`config.mk`:
```
export PLATFORM = sky130hd
export DESIGN_NAME = clean_cycle_control
export DESIGN_NICKNAME = d
export VERILOG_FILES = /design/src/rtl/clean_cycle_control_pkg.sv /design/src/rtl/clean_cycle_control_bcd2_down.sv /design/src/rtl/clean_cycle_control.sv
export SDC_FILE = /design/constraint.sdc
export NUM_CORES = 1
export LEC_CHECK = 0
export BUFFER_PORTS_ARGS = -buffer_cell sky130_fd_sc_hd__buf_2
export CAP_MARGIN = 20
export CORE_UTILIZATION = 50
export CTS_CLUSTER_DIAMETER = 60
export CTS_CLUSTER_SIZE = 12
export DETAILED_ROUTE_END_ITERATION = 7
export GPL_ROUTABILITY_DRIVEN = 1
export GPL_TIMING_DRIVEN = 0
export HOLD_SLACK_MARGIN = 0.05
export PLACE_DENSITY_LB_ADDON = 0.3
export REMOVE_ABC_BUFFERS = 1
export SLEW_MARGIN = 10
export SYNTH_ARGS = -nofsm -noshare
export SYNTH_HDL_FRONTEND = slang
export SYNTH_SLANG_ARGS = --single-unit
```
`constraint.sdc`:
```
create_clock -name clkout -period 3.8 [get_ports clkout]
set_clock_uncertainty 0.15 [all_clocks]
set_input_delay 0 -clock clkout [delete_from_list [all_inputs] [get_ports clkout]]
set_output_delay 0 -clock clkout [all_outputs]
set_load 0.05 [all_outputs]
```
`src/rtl/clean_cycle_control_pkg.sv`:
```
// ============================================================================
// Module : clean_cycle_control_pkg
// Brief  : Shared state encodings, BCD constants and the 2-digit BCD decrement.
// Rev    : 1.0  initial release
// ============================================================================
`default_nettype none

package clean_cycle_control_pkg;

  localparam logic [1:0] ST_IDLE     = 2'd0;
  localparam logic [1:0] ST_CLEANING = 2'd1;
  localparam logic [1:0] ST_CLEAR    = 2'd2;

  localparam logic [7:0] BCD_00 = 8'h00;
  localparam logic [7:0] BCD_59 = 8'h59;
  localparam logic [7:0] BCD_99 = 8'h99;

  localparam logic [7:0] DEF_REMIND_HOURS = 8'h10;
  localparam logic [7:0] DEF_CLEAN_MIN    = 8'h03;
  localparam logic [7:0] DEF_CLEAN_SEC    = 8'h00;

  // 00 wraps to the field's top value; a zero units digit borrows from tens.
  function automatic logic [7:0] bcd2_dec(input logic [7:0] v, input logic [7:0] wrap);
    logic [7:0] r;
    if (v == BCD_00)
      r = wrap;
    else if (v[3:0] == 4'h0)
      r = {v[7:4] - 4'h1, 4'h9};
    else
      r = {v[7:4], v[3:0] - 4'h1};
    return r;
  endfunction

endpackage

`default_nettype wire

```
`src/rtl/clean_cycle_control_bcd2_down.sv`:
```
// ============================================================================
// Module : bcd2_down
// Brief  : 2-digit BCD down-counter with load, clear, decrement and borrow out.
// Rev    : 1.0  initial release
// ============================================================================
`default_nettype none

module bcd2_down
  import clean_cycle_control_pkg::*;
#(
  parameter logic [7:0] WRAP = BCD_59
) (
  input  logic       clk,
  input  logic       rst,
  input  logic       clr,
  input  logic       load,
  input  logic [7:0] load_val,
  input  logic       dec_en,
  output logic [7:0] value,
  output logic       borrow_out
);

  always_ff @(posedge clk) begin
    if (rst || clr)
      value <= BCD_00;
    else if (load)
      value <= load_val;
    else if (dec_en)
      value <= bcd2_dec(value, WRAP);
  end

  assign borrow_out = dec_en & (value == BCD_00);

endmodule

`default_nettype wire

```
`src/rtl/clean_cycle_control.sv`:
```
// ============================================================================
// Module : clean_cycle_control
// Brief  : Self-clean cycle FSM, BCD mm:ss countdown and worktime reminder.
// Rev    : 1.0  initial release
// ============================================================================
`default_nettype none

module clean_cycle_control
  import clean_cycle_control_pkg::*;
#(
  parameter logic [7:0] REMIND_HOURS = DEF_REMIND_HOURS,
  parameter logic [7:0] CLEAN_MIN    = DEF_CLEAN_MIN,
  parameter logic [7:0] CLEAN_SEC    = DEF_CLEAN_SEC
) (
  input  logic        clkout,
  input  logic        rst,
  input  logic        tick_1s,
  input  logic        power_on,
  input  logic [23:0] worktime,
  input  logic        clean_req,
  input  logic        clean_cancel,
  output logic        cleaning,
  output logic [15:0] clean_remain,
  output logic        clean_worktime_yet,
  output logic        clean_reminder
);

  logic [1:0] state;
  logic [1:0] state_nxt;
  logic [7:0] ss_val;
  logic [7:0] mm_val;
  logic       ss_borrow;
  logic       mm_borrow;
  logic       ss_dec;
  logic       start;
  logic       abort;
  logic       at_one;
  logic       unused_bits;

  assign start  = (state == ST_IDLE) & power_on & clean_req;
  assign abort  = ~power_on | ((state == ST_CLEANING) & clean_cancel);
  assign ss_dec = (state == ST_CLEANING) & power_on & tick_1s & ~clean_cancel;
  assign at_one = ({mm_val, ss_val} == 16'h0001);

  bcd2_down #(.WRAP(BCD_59)) u_ss (
    .clk        (clkout),
    .rst        (rst),
    .clr        (abort),
    .load       (start),
    .load_val   (CLEAN_SEC),
    .dec_en     (ss_dec),
    .value      (ss_val),
    .borrow_out (ss_borrow)
  );

  bcd2_down #(.WRAP(BCD_99)) u_mm (
    .clk        (clkout),
    .rst        (rst),
    .clr        (abort),
    .load       (start),
    .load_val   (CLEAN_MIN),
    .dec_en     (ss_borrow),
    .value      (mm_val),
    .borrow_out (mm_borrow)
  );

  always_comb begin
    state_nxt = state;
    if (!power_on) begin
      state_nxt = ST_IDLE;
    end else begin
      case (state)
        ST_IDLE:     if (clean_req) state_nxt = ST_CLEANING;
        ST_CLEANING: begin
          if (clean_cancel)          state_nxt = ST_IDLE;
          else if (tick_1s && at_one) state_nxt = ST_CLEAR;
        end
        ST_CLEAR:    state_nxt = ST_IDLE;
        default:     state_nxt = ST_IDLE;
      endcase
    end
  end

  // Reminder is gated by the current cleaning flag, so it drops one cycle after entry.
  always_ff @(posedge clkout) begin
    if (rst) begin
      state          <= ST_IDLE;
      clean_reminder <= 1'b0;
    end else begin
      state          <= state_nxt;
      clean_reminder <= power_on & ~cleaning & (worktime[23:16] >= REMIND_HOURS);
    end
  end

  assign cleaning           = (state == ST_CLEANING);
  assign clean_worktime_yet = (state == ST_CLEAR);
  assign clean_remain       = cleaning ? {mm_val, ss_val} : 16'h0000;

  assign unused_bits = ^worktime[15:0] ^ mm_borrow;

endmodule

`default_nettype wire

```
==> out/results.txt <==
Status -> completed
Yosys top cell by area -> dfxtp_1
Synth Area in XOR/XNOR -> 0.0151
Arrival time at the worst endpoint -> 2.84 ns
Hpwl dp -> 1790 µm
Post-synth EDFFs -> 0
CTS clk-pin slew, worst paths -> 0.12 ns
Hold Crit Class -> flop to flop
Total track usage -> 0.222
Largest net degree at the start of global routing -> 15
Synth Area in Compound Gates -> 0.105
Max-cap viol count -> 0
CP Launch Type -> flop
Post-synthesis area per instance -> 8.61 µm²
Largest family of logic cells by synthesized area -> simple AND/OR/NAND/NOR gates
Tmin final -> 2.75 ns
Total grt overflow -> 0
CP Max Fanout -> 12
Setup TNS -> 0 ns
Skew-Pair Late Insertion Delay -> 0.31 ns
Post-Syn Instances -> 135
Die height -> 50.2 µm
Commonest cells after routing, fill and taps aside -> buf_2, nor2_1, dfxtp_1
Number of global-route vias before repair -> 1,039
Post-CTS Setup Inserts -> 0
Hold Path End -> u_mm.value[5]
Kind of critical path -> flop to flop
Maximum clock path buffer count -> 2
CTS Buf Count -> 3
Critical Path RT -> 3.90 ns
Pwr/cell area -> 244 nW/µm²
Initial Util -> 0.531
Worst slew pin tran -> 0.793 ns
DIE WIDTH -> 50.2 µm
Final Hold Fails -> 0
Rows -> 17
Fillers -> 191
# DRC -> 0
First-pass GRT wire length -> 4360 µm
Antenna cells -> 0
Worst Hold Path Cells -> 2
IO buf count -> 28
Hold buffer count at CTS -> 11
Cell Count Post-Placement -> 188
Post-synthesis mux area share -> 0.0441
Detailed Route Iter0 Violations -> 31
Reg2reg setup slack -> 1.05 ns
ANT nets after route -> 0
Vias -> 1,125
Finished Layout Cells -> 203
Critical path endpoint category -> flop
Vias per std cell -> 5.54
Slew Limit Fails -> 0
Largest cells by area after synthesis -> dfxtp_1, ha_1, nor2_1
Placed cell area -> 1320 µm²
Slowest stage delay, CP -> 0.67 ns
Core Region -> 2190 µm²
P_leak -> 0.626 nW
Synth async-reset ratio -> 0
CTS tree -> yes
Crit path launch -> state[0]
CP max-delay cell -> nor2b_1
Final net count -> 213
Design area -> 1460 µm²
Cell area after synthesis -> 1160 µm²
Prevailing post-synth register cell -> dfxtp_1
Fmax achieved -> 0.364 GHz
First-pass DRT Iterations -> 6
Most common cell after layout, fill and taps aside -> buf_2
Unrepaired setup endpoints after global routing -> no
Simple-Gate Fraction of Synth Area -> 0.383
Reg-to-reg endpoint -> state[1]
Worst hold start -> u_mm.value[5]
Clock sink total -> 19
Total wire length -> 2630 µm
Final worst-path cycle share -> 0.723
Ports -> 49
Initial antenna violation count -> 0
Post-CTS Resized -> 0
Worst path cell trace -> nor2b_1, clkinv_1, nor4_1, dlygate4sd3_1
Sequential share of the synthesized area -> 0.327
Area growth syn-to-layout -> 25.4%
Routed len/inst -> 13.0 µm
VDD IR-drop max -> 0.167 mV
Max_slew headroom -> 0.470
Synth Register Bits -> 19
Netlist cell types -> 41
Share of the synthesized area in the top cell type -> 0.327
CTS root buf -> clkbuf_4
Post-Synth Adder-Cell Area -> 0.0753
H-tree Lvls -> 1
FF-to-FF path depth -> 4
Setup-failing EPs final -> 0
Share of cells above drive strength 1 -> 0.240
DIE AREA -> 2520 µm²
Yosys warns -> 0
Final Wtd Congestion -> 0.775
R2R Path Start -> state[0]
worst max-delay path: cells and delay by family, from the launching register on:
kind / cells / cell delay (ns)
buffers and inverters: 2 / 1.08
flip-flops: 1 / 0.42
AND/OR/NAND/NOR: 2 / 1.04
through the flow:
stage	worst slack (ns)	utilization	total power, mW	hold WS [ns]
after floorplan	1.05	-	0.231	-0.0719
after global placement	1.64	0.601	0.242	0.0625
after detailed placement	1.56	0.601	0.243	0.0712
after CTS	1.16	0.665	0.357	0.354
after global routing	0.901	0.665	0.367	0.392
final	1.05	0.665	0.356	0.354
registers in the layout, indices dropped and copies added (netlist names):
name / count
u_mm.value: 8
clean_reminder: 1
state: 2
u_ss.value: 8
synth_stat cells, types with 2 or more instances:
cell type  count
a211oi_1       3
a21oi_1        5
a31oi_1        2
and2_1         7
and2b_1        2
dfxtp_1       19
ha_1           7
inv_1          9
mux2i_1        4
nand2_1        3
nand2b_1       2
nand3_1        3
nand4_1        3
nor2_1        21
nor2b_1        2
nor3_1         6
nor3b_1        3
nor4_1         2
o21bai_1       2
o41ai_1        3
or3_1          6
xor2_1         2
kinds of logic after synthesis:
| group | count (synthesis) |
|---|---|
| buf+inv | 13 |
| fa+ha+maj | 7 |
| simple gates | 71 |
| mux | 5 |
| xor+xnor | 2 |
| flops | 19 |
| compound gates | 18 |
power by group:
part           internal [mW]  switching (mW)
Clock                 0.0401          0.0689
Sequential             0.201         0.00174
Combinational         0.0188          0.0252
worst max-delay path by stage:
stage	end	cells after the start	slack, ns
finish	state[1]	4	1.05
global placement	u_ss.value[2]	4	1.64
detailed placement	u_mm.value[6]	4	1.56
global route	state[1]	4	0.90
floorplan	clean_remain[0]	3	1.05
CTS	state[1]	4	1.16
layer usage:
layer  wire length, µm  up-vias  part of all wire  global-route usage
met2              1350       25              0.51               0.411
met4                10        0            0.0038              0.0714
met3                84        2             0.032              0.0273
met1              1190      540              0.45               0.260
met5                 0        -                 0                   0
li1                  -      558                 -                   -
final cells by class:
type,count,area [µm²],area share
clock inverter,1,7.51,0.00515
timing repair buffer,39,250,0.172
tap,28,35.0,0.0240
clock buffer,3,22.5,0.0155
inverter,10,37.5,0.0258
multi-input combinational,103,724,0.497
sequential,19,380,0.261
Note: power is estimated with default switching activity, not from simulation.
